==> config.mk <==
export PLATFORM = sky130hd
export DESIGN_NAME = frac_uint_multiplier
export DESIGN_NICKNAME = d
export VERILOG_FILES = /design/src/rtl/theremin_arith_pkg.sv /design/src/rtl/frac_round_sat.sv /design/src/rtl/frac_uint_multiplier.sv
export SDC_FILE = /design/constraint.sdc
export NUM_CORES = 1
export LEC_CHECK = 0
export CORE_MARGIN = 2
export CORE_UTILIZATION = 26
export CTS_CLUSTER_DIAMETER = 40
export CTS_CLUSTER_SIZE = 20
export DETAILED_ROUTE_END_ITERATION = 7
export GPL_TIMING_DRIVEN = 0
export PLACE_DENSITY = 0.52
export SYNTH_ARGS = -nofsm -noshare
export SYNTH_HDL_FRONTEND = slang
export SYNTH_SLANG_ARGS = --single-unit
==> constraint.sdc <==
create_clock -name CLK -period 10.96 [get_ports CLK]
set_input_delay 2.192 -clock CLK [delete_from_list [all_inputs] [get_ports CLK]]
set_output_delay 2.192 -clock CLK [all_outputs]
set_load 0.02 [all_outputs]
==> src/rtl/theremin_arith_pkg.sv <==
// Shared arithmetic definitions for the theremin ratio path: multiplier state
// encoding plus fixed-point scale and saturation-limit helpers.
package theremin_arith_pkg;

  typedef enum logic [2:0] {
    ST_IDLE,
    ST_READY,
    ST_CAPTURE,
    ST_MUL,
    ST_FINISH,
    ST_DONE
  } mul_state_t;

  // Value of 1.0 in a signed Q1.(fb-1) fraction.
  function automatic longint unsigned frac_one(input int fb);
    return longint'(1) << (fb - 1);
  endfunction

  // Half an LSB of the fraction scale; the rounding bias for the final shift.
  function automatic longint unsigned frac_half(input int fb);
    return longint'(1) << (fb - 2);
  endfunction

  function automatic longint unsigned sat_max_pos(input int ob);
    return (longint'(1) << (ob - 1)) - 1;
  endfunction

  // Magnitude of the most negative representable result.
  function automatic longint unsigned sat_min_mag(input int ob);
    return longint'(1) << (ob - 1);
  endfunction

endpackage

==> src/rtl/frac_round_sat.sv <==
// Turns an unsigned magnitude product plus a sign into a rounded (half away
// from zero), saturated signed result at the operand width.
module frac_round_sat
  import theremin_arith_pkg::*;
#(
  parameter int FRAC_BITS    = 25,
  parameter int OPERAND_BITS = 30
) (
  input  logic [FRAC_BITS+OPERAND_BITS-1:0] mag,
  input  logic                              neg,
  output logic signed [OPERAND_BITS-1:0]    result
);

  localparam int PW = FRAC_BITS + OPERAND_BITS;

  localparam logic [PW:0] HALF    = (PW+1)'(frac_half(FRAC_BITS));
  localparam logic [PW:0] MAX_POS = (PW+1)'(sat_max_pos(OPERAND_BITS));
  localparam logic [PW:0] MIN_MAG = (PW+1)'(sat_min_mag(OPERAND_BITS));

  logic [PW:0] biased;
  logic [PW:0] rounded;

  always_comb begin
    biased  = {1'b0, mag} + HALF;
    rounded = biased >> (FRAC_BITS - 1);
    result  = '0;
    // Sign is applied to the rounded magnitude, so a zero product stays 0.
    if (neg) begin
      if (rounded >= MIN_MAG)
        result = $signed(MIN_MAG[OPERAND_BITS-1:0]);
      else
        result = -$signed(rounded[OPERAND_BITS-1:0]);
    end else begin
      if (rounded > MAX_POS)
        result = $signed(MAX_POS[OPERAND_BITS-1:0]);
      else
        result = $signed(rounded[OPERAND_BITS-1:0]);
    end
  end

endmodule

==> src/rtl/frac_uint_multiplier.sv <==
// Sequential signed-fraction x unsigned multiplier: LSB-first shift-add over
// |Q|, then round/sign/saturate into P_OUT, free-running while CE is high.
module frac_uint_multiplier
  import theremin_arith_pkg::*;
#(
  parameter int FRAC_BITS    = 25,
  parameter int OPERAND_BITS = 30
) (
  input  logic                           CLK,
  input  logic                           RESET,
  input  logic                           CE,
  input  logic signed [FRAC_BITS-1:0]    Q_IN,
  input  logic [OPERAND_BITS-1:0]        B_IN,
  output logic                           IN_READY,
  output logic                           RESULT_READY,
  output logic signed [OPERAND_BITS-1:0] P_OUT
);

  localparam int PW    = FRAC_BITS + OPERAND_BITS;
  localparam int CNT_W = $clog2(FRAC_BITS + 1);
  localparam logic [CNT_W-1:0] LAST_ITER = CNT_W'(FRAC_BITS - 1);

  mul_state_t                     state;
  logic [CNT_W-1:0]               cnt;
  logic                           neg;
  logic [FRAC_BITS-1:0]           q_mag;
  logic [PW-1:0]                  b_sh;
  logic [PW-1:0]                  acc;
  logic [FRAC_BITS-1:0]           q_abs;
  logic signed [OPERAND_BITS-1:0] rs_result;

  // Two's-complement negate of -2^(FRAC_BITS-1) reads back as +2^(FRAC_BITS-1)
  // when viewed unsigned, so the full-scale negative fraction stays exact.
  always_comb begin
    q_abs = Q_IN[FRAC_BITS-1] ? $unsigned(-Q_IN) : $unsigned(Q_IN);
  end

  frac_round_sat #(
    .FRAC_BITS    (FRAC_BITS),
    .OPERAND_BITS (OPERAND_BITS)
  ) u_round_sat (
    .mag    (acc),
    .neg    (neg),
    .result (rs_result)
  );

  always_ff @(posedge CLK) begin
    if (RESET) begin
      state        <= ST_IDLE;
      cnt          <= '0;
      IN_READY     <= 1'b0;
      RESULT_READY <= 1'b0;
      P_OUT        <= '0;
    end else if (CE) begin
      case (state)
        ST_IDLE: begin
          state    <= ST_READY;
          IN_READY <= 1'b1;
        end
        ST_READY: begin
          state    <= ST_CAPTURE;
          IN_READY <= 1'b0;
        end
        ST_CAPTURE: begin
          neg   <= Q_IN[FRAC_BITS-1];
          q_mag <= q_abs;
          b_sh  <= {{FRAC_BITS{1'b0}}, B_IN};
          acc   <= '0;
          cnt   <= '0;
          state <= ST_MUL;
        end
        ST_MUL: begin
          if (q_mag[0])
            acc <= acc + b_sh;
          q_mag <= q_mag >> 1;
          b_sh  <= b_sh << 1;
          cnt   <= cnt + 1'b1;
          if (cnt == LAST_ITER)
            state <= ST_FINISH;
        end
        ST_FINISH: begin
          P_OUT        <= rs_result;
          RESULT_READY <= 1'b1;
          state        <= ST_DONE;
        end
        ST_DONE: begin
          RESULT_READY <= 1'b0;
          IN_READY     <= 1'b1;
          state        <= ST_READY;
        end
        default: begin
          state        <= ST_IDLE;
          IN_READY     <= 1'b0;
          RESULT_READY <= 1'b0;
        end
      endcase
    end
  end

endmodule
==> metrics.log <==
[metrics] outcome: complete, no violations
[metrics] mux cell area share after synthesis: 1.47%
[metrics] placed instance area: 13700 µm²
[metrics] area of the die: 48100 µm²
[metrics] worst hold slack: 0.451 ns
[metrics] htree depth: 4
[metrics] final setup fails: 0
[metrics] critical-path maximum fanout: 55
[metrics] Synth async-reset ratio: 0%
[metrics] clock slew at the register clock pins of the worst setup and hold paths: 0.06 ns
[metrics] achievable clock frequency: 199 MHz
[metrics] slowest cell on the critical path: o21a_4
[metrics] Register-to-Register Path Depth: 12
[metrics] Critical Path Start Type: input pin
[metrics] initial standard-cell utilization of the core: 26.4%
[metrics] vias in the first global route: 10033
[metrics] Max Root-Sink Buffers: 2
[metrics] number of distinct library cell variants in the gate-level netlist after synthesis: 80
[metrics] most common cell after layout, fill and taps aside: nand2_1
[metrics] Total Power Consumption: 0.00148 W
[metrics] WHS Path Cells: 2
[metrics] Overall Global Routing Usage: 14.1%
[metrics] areal power density over the cells: 103 nW/µm²
[metrics] arrival time of data at the critical path endpoint: 5.12 ns
[metrics] Worst Min Path Start: P_OUT[8]
[metrics] Slowest Stage Delay on Critical Path: 0.73 ns
[metrics] Vias: 10263
[metrics] number of rows in the core area: 78
[metrics] TritonCTS Buffers: 17
[metrics] Die Height: 219 µm
[metrics] max cap viols: 0
[metrics] prevailing post-synth register cell: edfxtp_1
[metrics] IR Drop Worst-Case VDD: 0.117 mV
[metrics] mapped cell area: 12000 µm²
[metrics] xor-xnor portion of the synthesized cell area: 6.62%
[metrics] Clock Sink Count: 176
[metrics] RSZ-0062 raised after global routing: false
[metrics] area grow syn2layout: 18.9%
[metrics] yosys warns: 0
[metrics] fraction of final layout cells sized beyond drive strength 1: 4.28%
[metrics] number of instances resized during post-cts repair: 0
[metrics] routability congestion estimate from global placement: 0.871
[metrics] startpoint of the worst register-to-register path: b_sh[0]
[metrics] mean instance size in the synthesized netlist: 8.77 µm²
[metrics] endpoint type of the worst setup path: flop
[metrics] # Post-CTS Setup Buffers: 0
[metrics] Post-Syn Nets: 1492
[metrics] number of diodes: 0
[metrics] final hold vios: 0
[metrics] Synth Area in Adders: 6.40%
[metrics] residual antenna-violating net count after detailed routing: 0
[metrics] CP required: 11.04 ns
[metrics] Final Max Slew Viols: 0
[metrics] antenna violations before repair: 0
[metrics] CTS root buf: clkbuf_16
[metrics] end of the worst register-to-register path: acc[54]
[metrics] # port buffers: 88
[metrics] average via count per standard cell: 4.90
[metrics] Seq cells post-synth: 176
[metrics] count of hold buffers inserted by post-cts repair: 0
[metrics] source-to-sink clock delay at the later pin of the worst-skew pair: 0.46 ns
[metrics] share of the yosys chip area belonging to registers: 40.5%
[metrics] worst slew margin relative to its limit: 35.1%
[metrics] wire length of the first global-routing pass: 53900 µm
[metrics] post-layout min period: 5.04 ns
[metrics] count of flip-flops with a built-in enable after synthesis: 136
[metrics] Synth Area in Simple Gates: 22.9%
[metrics] nets: 1601
[metrics] CTS tree: done
[metrics] leftover overflow at the end of global routing: 0
[metrics] Horiz. Die Dim: 219 µm
[metrics] Post-Synthesis Cells: 1373
[metrics] floorplan core area: 45600 µm²
[metrics] routed len/inst: 15.9 µm
[metrics] estimated wirelength of the detail-placed design: 25300 µm
[metrics] maximum number of pins on one net before global-route repair: 56
[metrics] transition time of the tightest slew-check pin: 0.973 ns
[metrics] router iterations before antenna repair: 5
[metrics] residual DRC count: 0
[metrics] IO Count: 90
[metrics] setup skew after layout: 0.0146 ns
[metrics] largest family of logic cells by synthesized area: simple AND/OR/NAND/NOR gates
[metrics] critical path cell sequence: clkdlybuf4s50_1 > nand2_1 > or2_2 > nor2_4 > buf_12 > o21a_4
[metrics] Compound-Gate Fraction of Synth Area: 18.8%
[metrics] summed negative setup slack over all endpoints: 0 ns
[metrics] Tcrit/Tclk final: 46.0%
[metrics] leak pwr: 5.07 nW
[metrics] final routed wirelength across all metal layers: 33300 µm
[metrics] worst setup path category: in -> reg
[metrics] final design instance area without fill: 14300 µm²
[metrics] class of the worst hold path: reg -> reg
[metrics] endpoint with the worst hold slack: P_OUT[8]
[metrics] initial drt markers: 600
[metrics] leading cell types in the layout, fill and taps excluded: nand2_1 (216), edfxtp_1 (136), nor2_1 (121)
[metrics] setup slack on the worst flop-to-flop path: 6.97 ns
cell usage after synthesis (29+ instances only):
cell type  instances  area [µm²]
nor3_1            43         215
edfxtp_1         136        4080
xnor2_1           43         377
dfxtp_1           40         801
and2_1            37         231
a21oi_1          101         505
a21o_1            32         240
inv_1             29         109
clkbuf_1          61         229
nor2_1           122         458
nand2_1          216         811
ha_1              60         751
xor2_1            48         420
o21ai_0           93         465
registers in the layout, summed over array words and instances (netlist names):
name and flops:
cnt 5, acc 55, P_OUT 30, IN_READY 1
state 3, b_sh 55, RESULT_READY 1, neg 1
q_mag 25
worst max-delay path by stage:
stage,from,end,depth (start not counted)
2_1_floorplan,CE,acc[0],4
3_3_place_gp,CE,acc[26],5
3_5_place_dp,CE,acc[25],6
4_1_cts,CE,acc[28],6
5_1_grt,CE,acc[24],6
6_report,CE,acc[15],6
metrics by stage:
stage / instances / worst slack (ns) / util [%]
after floorplan: 1373 / 3.04 / -
after global placement: 2061 / -0.457 / 30.0
after detailed placement: 2063 / 5.32 / 30.1
after CTS: 2095 / 5.84 / 31.4
after global routing: 2095 / 5.71 / 31.4
final: 2095 / 5.92 / 31.4
kinds of logic (layout without fill, tap and decap cells):
| family | after synthesis | after routing |
|---|---|---|
| adder cells (fa/ha/maj) | 61 | 61 |
| AND/OR/NAND/NOR | 568 | 568 |
| buffers and inverters | 102 | 224 |
| XOR/XNOR | 91 | 91 |
| flip-flops | 176 | 176 |
| AO/OA/AOI/OAI | 358 | 358 |
| multiplexers | 17 | 17 |
metal layers:
metal  global-route usage, %  up-vias  routed length [µm]
li1                        -     5237                   -
met1                    19.4     4838               16600
met2                    23.0      166               15200
met3                    2.56       22                1130
met4                    3.29        0                 357
met5                       0        -                   0
cell type report:
class	instances	area [µm²]
Fill cell	4834	31300
Multi-Input combinational cell	1095	6780
Sequential cell	176	4880
Timing Repair Buffer	90	921
Tap cell	600	751
Clock buffer	24	514
Buffer	72	288
Inverter	30	113
Clock inverter	8	77.6
critical path: cells and delay by family:
kind	cells	cell delay, ns
simple gates	3	1.20
buf+inv	2	0.91
compound gates	1	0.73
power breakdown:
part	switching, W	internal, W
registers	0.00000505	0.000724
clock network	0.000275	0.000353
logic	0.0000684	0.0000530
total	0.000349	0.00113
No activity file was read; power rests on OpenSTA's default activity.
